$ cat src/rtl/sec_jmp_guard.sv
// Secure-jump target guard: checks each requested jump address against a table
// of programmable executable windows plus an alignment rule, and registers the
// result (1-cycle latency, valid/ready on both sides). Blocked targets come out
// as address 0 with ok=0 and are tallied in a sticky flag and saturating counter.
module sec_jmp_guard #(
  parameter int unsigned ADDR_W     = 64,
  parameter int unsigned N_REGIONS  = 4,
  parameter int unsigned ALIGN_BITS = 1,
  parameter int unsigned CNT_W      = 16,
  parameter logic [ADDR_W-1:0] DEF_BASE  = 64'h0000_0000_8000_0000,
  parameter logic [ADDR_W-1:0] DEF_LIMIT = 64'h0000_0000_FFFF_FFFF,
  localparam int unsigned IDX_W = (N_REGIONS > 1) ? $clog2(N_REGIONS) : 1
) (
  input  logic              clk,
  input  logic              rst_n,
  input  logic              in_valid,
  output logic              in_ready,
  input  logic [ADDR_W-1:0] in_addr,
  output logic              out_valid,
  input  logic              out_ready,
  output logic [ADDR_W-1:0] out_addr,
  output logic              out_ok,
  input  logic              cfg_we,
  input  logic [IDX_W-1:0]  cfg_idx,
  input  logic [ADDR_W-1:0] cfg_base,
  input  logic [ADDR_W-1:0] cfg_limit,
  input  logic              cfg_en,
  input  logic              cfg_lock,
  output logic              cfg_err,
  output logic              locked,
  input  logic              viol_clr,
  output logic              viol_sticky,
  output logic [CNT_W-1:0]  viol_cnt
);

  localparam logic [CNT_W-1:0] CntMax = '1;

  logic [ADDR_W-1:0] base_q  [N_REGIONS];
  logic [ADDR_W-1:0] limit_q [N_REGIONS];
  logic              en_q    [N_REGIONS];

  logic              out_valid_q, out_ok_q, cfg_err_q, locked_q, sticky_q;
  logic [ADDR_W-1:0] out_addr_q;
  logic [CNT_W-1:0]  cnt_q, cnt_d;
  logic              sticky_d;

  logic              aligned, hit, legal, accept, blocked;
  logic              idx_ok, cfg_wr_ok;
  logic [31:0]       idx_ext;

  // Upstream may push whenever the output slot is empty or being drained.
  assign in_ready = !out_valid_q | out_ready;
  assign accept   = in_valid & in_ready;

  if (ALIGN_BITS > 0) begin : g_align
    assign aligned = (in_addr[ALIGN_BITS-1:0] == '0);
  end else begin : g_no_align
    assign aligned = 1'b1;
  end

  // Window match against the current (pre-write) table; limit < base never hits.
  always_comb begin
    hit = 1'b0;
    for (int unsigned i = 0; i < N_REGIONS; i++) begin
      if (en_q[i] && (base_q[i] <= in_addr) && (in_addr <= limit_q[i])) begin
        hit = 1'b1;
      end
    end
  end

  assign legal   = aligned & hit;
  assign blocked = accept & !legal;

  assign idx_ext   = 32'(cfg_idx);
  assign idx_ok    = (idx_ext < N_REGIONS);
  assign cfg_wr_ok = cfg_we & !locked_q & idx_ok;

  // Violation bookkeeping: clear first, so a same-cycle block lands on a count of 1.
  always_comb begin
    cnt_d    = viol_clr ? '0 : cnt_q;
    sticky_d = (sticky_q & !viol_clr) | blocked;
    if (blocked && (cnt_d != CntMax)) begin
      cnt_d = cnt_d + 1'b1;
    end
  end

  // Result register: load on accept, drop valid once the consumer takes it.
  always_ff @(posedge clk or negedge rst_n) begin
    if (!rst_n) begin
      out_valid_q <= 1'b0;
      out_addr_q  <= '0;
      out_ok_q    <= 1'b0;
    end else if (accept) begin
      out_valid_q <= 1'b1;
      out_addr_q  <= legal ? in_addr : '0;
      out_ok_q    <= legal;
    end else if (out_ready) begin
      out_valid_q <= 1'b0;
    end
  end

  // Window table: region 0 comes up open on the default range, others disabled.
  always_ff @(posedge clk or negedge rst_n) begin
    if (!rst_n) begin
      for (int unsigned i = 0; i < N_REGIONS; i++) begin
        base_q[i]  <= (i == 0) ? DEF_BASE : '0;
        limit_q[i] <= (i == 0) ? DEF_LIMIT : '0;
        en_q[i]    <= (i == 0);
      end
    end else begin
      for (int unsigned i = 0; i < N_REGIONS; i++) begin
        if (cfg_wr_ok && (idx_ext == i)) begin
          base_q[i]  <= cfg_base;
          limit_q[i] <= cfg_limit;
          en_q[i]    <= cfg_en;
        end
      end
    end
  end

  // Lock is sticky until reset; refused writes pulse cfg_err for one cycle.
  always_ff @(posedge clk or negedge rst_n) begin
    if (!rst_n) begin
      locked_q  <= 1'b0;
      cfg_err_q <= 1'b0;
    end else begin
      locked_q  <= locked_q | cfg_lock;
      cfg_err_q <= cfg_we & !cfg_wr_ok;
    end
  end

  // Violation state registers.
  always_ff @(posedge clk or negedge rst_n) begin
    if (!rst_n) begin
      sticky_q <= 1'b0;
      cnt_q    <= '0;
    end else begin
      sticky_q <= sticky_d;
      cnt_q    <= cnt_d;
    end
  end

  assign out_valid   = out_valid_q;
  assign out_addr    = out_addr_q;
  assign out_ok      = out_ok_q;
  assign cfg_err     = cfg_err_q;
  assign locked      = locked_q;
  assign viol_sticky = sticky_q;
  assign viol_cnt    = cnt_q;

endmodule

$ cat config.mk
export PLATFORM = sky130hd
export DESIGN_NAME = sec_jmp_guard
export DESIGN_NICKNAME = d
export VERILOG_FILES = /design/src/rtl/sec_jmp_guard.sv
export SDC_FILE = /design/constraint.sdc
export NUM_CORES = 2
export LEC_CHECK = 0
export ABC_AREA = 0
export BUFFER_PORTS_ARGS = -buffer_cell sky130_fd_sc_hd__buf_4
export CAP_MARGIN = 20
export CORE_ASPECT_RATIO = 0.5
export CORE_MARGIN = 2
export CORE_UTILIZATION = 55
export DETAILED_ROUTE_END_ITERATION = 7
export PLACE_DENSITY = 0.84
export RECOVER_POWER = 25
export SLEW_MARGIN = 0
export SYNTH_ARGS = -nofsm -noshare
export SYNTH_HDL_FRONTEND = slang
export SYNTH_SLANG_ARGS = --single-unit
$ cat constraint.sdc
create_clock -name clk -period 3.2 [get_ports clk]
set_input_delay 0.16 -clock clk [delete_from_list [all_inputs] [get_ports clk]]
set_output_delay 0.16 -clock clk [all_outputs]
set_load 0.02 [all_outputs]
### Word level (Yosys, flattened, before mapping)

Index checks and enable logic that the tools add are counted.

| word-level totals | value |
|---|---|
| output and inout port bits | 86 |
| logic and storage cells | 73 |
| input port bits | 202 |
| register bits after elaboration | 601 |

| cells by class | value |
|---|---|
| magnitude comparators | 9 |
| bitwise operators | 11 |
| eq/ne operators | 4 |
| reductions and logical operators | 20 |
| muxes and demuxes | 9 |
| add/sub/neg operators | 1 |

Operators by type and width:

| cell | count |
|---|---|
| 64-bit less-or-equal comparator | 8 |
| 64-bit 2-to-1 mux | 1 |
| 32-bit logical NOT | 1 |
| 16-bit 2-to-1 mux | 2 |
| 16-bit by 1-bit adder with 16-bit output, second input constant | 1 |
| 16-bit != test, second input constant | 1 |
| 1-bit logical AND | 13 |
| 1-bit bitwise AND | 7 |
| 1-bit 2-to-1 mux | 6 |
| 1-bit logical NOT | 5 |
| 2-bit equality test, second input constant | 2 |
| 2-bit by 3-bit < comparator with 1-bit output, second input constant | 1 |
| 1-bit bitwise OR | 3 |
| 2-bit by 1-bit equality test with 1-bit output, second input constant | 1 |
| 2-bit nonzero test | 1 |
| 1-bit NOT | 1 |

### Depth between registers and ports, before layout

| logic depth | value |
|---|---|
| depth in word-level cells | 12 |
| depth in mapped cells | 13 |

### Least setup slack after synthesis

OpenSTA, ideal clock, no wires.

| path | value |
|---|---|
| kind | flip-flop to flip-flop |
| start point | reg limit_q[190] (netlist name) |
| end point | reg cnt_q[15] (netlist: viol_cnt[15]) |
| stages on the path, launching flop included | 14 |
| data arrival time | 2,865 ps |
| setup time | 125 ps |
| data required time | 3,075 ps |
| path slack | 210 ps |
| buffers on the path | 1 |
| cells stage by stage | dfrtp_1 inv_1 ha_1 nand4_1 or4_1 nor3_2 nand4_1 o221a_1 a21oi_2 o22ai_2 a211oi_4 buf_6 nand3_2 mux2_4 |

| between the ends | value |
|---|---|
| longest elaborated chain between the ends | 10 |

Ends and longest elaborated chain:

| item | line | source |
|---|---|---|
| from (decl) | 39 | `logic [ADDR_W-1:0] limit_q [N_REGIONS];` |
| from (signal, indexed assignment) | 107 | `limit_q[i] <= (i == 0) ? DEF_LIMIT : '0;` |
| from (signal, indexed assignment) | 114 | `limit_q[i] <= cfg_limit;` |
| 64-bit less-or-equal comparator | 65 | `if (en_q[i] && (base_q[i] <= in_addr) && (in_addr <= limit_q[i])) begin` |
| 1-bit logical AND | 65 |  |
| 1-bit 2-to-1 mux (3 in series) | 65 |  |
| 1-bit bitwise AND | 71 | `assign legal = aligned & hit;` |
| 1-bit logical NOT | 72 | `assign blocked = accept & !legal;` |
| 1-bit bitwise AND | 72 |  |
| 1-bit logical AND | 82 | `if (blocked && (cnt_d != CntMax)) begin` |
| 16-bit 2-to-1 mux | 82 |  |
| net cnt_d[15] | 44 | `logic [CNT_W-1:0] cnt_q, cnt_d;` |
| to (signal assigned) | 139 | `cnt_q <= cnt_d;` |
| to (decl) | 44 |  |

The timed path passes the listed nets, and every way through them passes these cells.
A chain may end at the register's enable or synchronous reset.

### Worst setup path in the final report

| path | value |
|---|---|
| start point | reg base_q[251] (netlist name) |
| end point | reg cnt_q[11] (netlist: viol_cnt[11]) |

| between the ends | value |
|---|---|
| longest elaborated chain between the ends | 12 |

Ends and longest elaborated chain:

| item | line | source |
|---|---|---|
| from (decl) | 38 | `logic [ADDR_W-1:0] base_q [N_REGIONS];` |
| from (signal, indexed assignment) | 106 | `base_q[i] <= (i == 0) ? DEF_BASE : '0;` |
| from (signal, indexed assignment) | 113 | `base_q[i] <= cfg_base;` |
| 64-bit less-or-equal comparator | 65 |  |
| 1-bit logical AND (2 in series) | 65 |  |
| 1-bit 2-to-1 mux (4 in series) | 65 |  |
| 1-bit bitwise AND | 71 |  |
| 1-bit logical NOT | 72 |  |
| 1-bit bitwise AND | 72 |  |
| 1-bit logical AND | 82 |  |
| 16-bit 2-to-1 mux | 82 |  |
| net cnt_d[11] | 44 |  |

The timed path passes the listed nets, and every way through them passes these cells.

==> flow_metrics.py <==
metrics = {
    "sta": {
        "clock.fmax_mhz": 274,
        "slew_headroom_pct": -84.8,
        "worst_slack_ps": -446,
        "slew_viol_final": 89,
        "finalSetupViolCount": 81,
        "setup_tns_ps": -23030,
        "finalCritPeriodShare_pct": 114,
        "worst_pin_slew_ps": 2770,
        "skew_ps": 33.8,
        "rsz0062_at_grt": "yes",
        "period_needed_ps": 3650,
        "hold_violations": 0,
    },
    "clock_network": {
        "clk_path_buf_depth": 3,
        "clkTransAtPathRegs_ps": 70,
        "clockRootBuffer": "clkbuf_16",
        "h-tree-depth": 2,
        "cts_tree": "built",
        "cts_made_buffers": 54,
        "cts_sinks": 601,
        "insertion_delay_ps": 630,
    },
    "floorplan": {
        "die_w_um": 357,
        "io_pins": 288,
        "coreArea_um2": 61300,
        "die_h_um": 180,
        "die_area_um2": 64300,
        "start_util_pct": 55.8,
        "rows": 64,
    },
    "detailed_routing": {
        "drt_iter0_markers": 4160,
        "wl_met3_um": 13600,
        "drt-wirelength-per-cell_um": 25.0,
        "num_vias": 31700,
        "drc": 0,
        "drtPass1Iterations": 7,
        "maxUsedRoutingLayer": "met5",
        "wl_met2_um": 56100,
        "ant_nets": 0,
        "finalWirelength_um": 123000,
        "m1WireLength_um": 43400,
        "viasPerCell": 6.44,
    },
    "critical_path": {
        "r2r_slack_ps": -450,
        "reg2reg_depth": 14,
        "cp_num_buf_inv": 3,
        "critPathLaunchType": "flip-flop",
        "worstReg2RegEnd": "viol_cnt[11]",
        "critPathKind": "flip-flop to flip-flop",
        "r2r-start": "base_q[251]",
        "worstPathMaxFanout": 5,
        "crit_top_cell": "o21ai_0",
        "cp_slowest_stage_delay_ps": 610,
        "path_cells": "ha_1 > buf_4 > nand2_1 > o21ai_0 > a211oi_1 > o31ai_1 > o21ai_0 > nand4_1 > o21ai_2 > a211oi_4 > buf_6 > buf_12 > and3_4 > mux2_4",
        "crit_arrival_ps": 4140,
        "crit_family": "compound AO/OA/AOI/OAI gates",
        "slowest_stage": "o31ai_1",
        "required_ps": 3700,
        "endpoint_kind": "flip-flop",
    },
    "logic_synthesis": {
        "synth_area_um2": 34200,
        "syn_nets": 3944,
        "async_reset_ff_share_pct": 100,
        "synth_top_area_share_pct": 41.5,
        "yosysTopAreaCell": "dfrtp_1",
        "ys_seq_elements": 601,
        "synthFlopType": "dfrtp_1",
        "synth.avg_cell_area_um2": 10.6,
        "synth_cell_type_count": 71,
        "synth_edf_count": 0,
        "synthTopCellsByArea": "dfrtp_1, ha_1, mux2_2",
        "syn-instance-count": 3229,
        "yosysWarningCount": 0,
        "synth-seq-area-share_pct": 44.1,
    },
    "final_layout": {
        "drive_gt1_share_pct": 28.9,
        "fillers": 3396,
        "final_cells": 4919,
        "synthToLayoutAreaGrowth_pct": 30.0,
        "fin_nets": 4758,
    },
    "global_routing": {
        "grt_overflow_total": 0,
        "first_global_vias": 33300,
        "grt_pass1_wl_um": 188000,
        "grt_max_degree": 92,
        "gr-usage-all-layers_pct": 37.3,
        "antenna_found_initial": 6,
    },
    "power_and_ir_drop": {
        "pwr_density_cell_nw_per_um2": 446,
        "p_comb_share_pct": 20.3,
        "share_seq_of_total_power_pct": 42.6,
        "peakVddDrop_mv": 0.434,
        "p_sw_share_pct": 28.9,
        "leakage_uw": 0.0228,
        "switching_power_uw": 5740,
        "intPower_uw": 14100,
        "power_uw": 19800,
        "p_clk_share_pct": 37.2,
    },
    "min_path": {
        "min_from": "in_addr[24]",
        "min_to": "out_addr[24]",
        "hold_path_class": "input pin to flip-flop",
        "hold_depth": 4,
    },
    "run_status": {
        "violations": "capacitance limit, slew limit, setup timing",
        "status": "finished, violations left",
    },
    "placed_design": {
        "pre_cts_ws_ps": -477,
        "dp_cells": 4599,
        "place.gp.congestion": 0.932,
        "numPortBuffers": 287,
        "dp_hpwl_um": 76900,
    },
    "job": {
        "cap_violations": 1,
    },
}
## tightest hold or removal path, cell delays in order
cell and delay, ps:
buf_4 90, buf_4 120, buf_4 110, a22o_1 110
## final cells by class
class / count / area [um^2] / share of cell area, %
antenna: 6 / 15.0 / 0.0338
clock buffer: 81 / 1630 / 3.66
clock inverter: 20 / 310 / 0.698
inverter: 344 / 1290 / 2.90
multi-input combinational: 2190 / 17900 / 40.4
sequential: 601 / 15100 / 33.9
tap: 825 / 1030 / 2.32
timing repair buffer: 852 / 7150 / 16.1
## power by group through the flow
stage	clock, uW	combinational [uW]	sequential [uW]
finish	7370	4020	8440
global route	7630	4280	8480
CTS	7200	3700	8400
detailed placement	0	3350	8530
floorplan	0	1610	8540
global placement	0	3150	8510
## timing repair
item / in CTS / in global routing
hold buffers: 196 / 0
pin swaps: 36 / 11
gates cloned: 1 / 0
endpoints found under the setup margin: 81 / 81
hold endpoints to repair: 658 / 0
buffers inserted: 14 / 4
gates resized for setup: 60 / 23
## worst max-delay path by stage
stage                         endpoint          from  slack (ps)  cells past startpoint
final                     viol_cnt[11]   base_q[251]        -450                     14
after global routing      viol_cnt[11]  limit_q[255]        -530                     15
after CTS                  viol_cnt[9]  limit_q[183]        -210                     14
after detailed placement   viol_cnt[9]  limit_q[174]        -480                     13
after global placement    viol_cnt[12]   in_addr[46]        -470                     18
after floorplan           viol_cnt[15]  limit_q[190]         210                     13
## cell families after synthesis
group	count (synthesis)	share of synthesized area (%)
compound gates	677	11.8
xor+xnor	5	0.128
fa+ha+maj	513	18.8
buf+inv	438	4.86
flops	601	44.1
mux	329	10.9
simple gates	666	9.45
## stage by stage
stage	utilization (%)	hold WS, ps	area (um^2)
after floorplan	-	-136	34200
after global placement	65.2	248	40000
after detailed placement	65.3	251	40000
after CTS	72.4	21.0	44400
after global routing	72.6	41.2	44500
final	72.6	30.9	44500
## layer usage
metal / vias to the layer above / global-route usage [%]
met4: 4 / 24.5
met3: 831 / 9.88
met5: - / 0
li1: 13200 / -
met2: 2387 / 59.4
met1: 15300 / 44.8
## Yosys cell counts, drive strengths merged, types with 10 or more instances
cell	number
and3	12
nand4	111
dfrtp	567
a31oi	10
o21ai	267
inv	344
a22o	64
nor4	20
buf	25
ha	513
a21oi	216
nor2b	18
clkbuf	69
a221oi	17
a21o	33
a211oi	11
nor2	46
dfstp	34
nand2b	15
and4	13
nand3	58
nor3	23
nand2	326
mux2	328
## state kept, by name, summed over array words and instances, names as in the netlist
| name | cells |
|---|---|
| locked | 1 |
| viol_sticky | 1 |
| viol_cnt | 16 |
| out_addr | 64 |
| out_ok | 1 |
| out_valid | 1 |
| limit_q | 256 |
| base_q | 256 |
| cfg_err | 1 |
| en_q | 4 |
## placed cells by master (no fill, tap or decap), types with 9 or more instances in the layout
master,n
dfrtp_1,567
clkbuf_8,11
dfstp_2,34
a21oi_1,210
a211oi_1,9
nor2_1,45
nand4_1,111
and3_1,10
nor3_1,19
a22o_1,64
buf_12,20
dlygate4sd3_1,196
nand3_1,54
a31oi_1,10
inv_1,338
o21ai_0,263
ha_4,15
mux2_2,324
buf_4,621
a21o_1,33
a221oi_1,12
and4_1,13
clkbuf_1,16
nor2b_1,18
nand2b_1,15
clkbuf_16,57
nand2_1,324
ha_1,498
nor4_1,13
No activity file was read; power rests on OpenSTA's default activity.
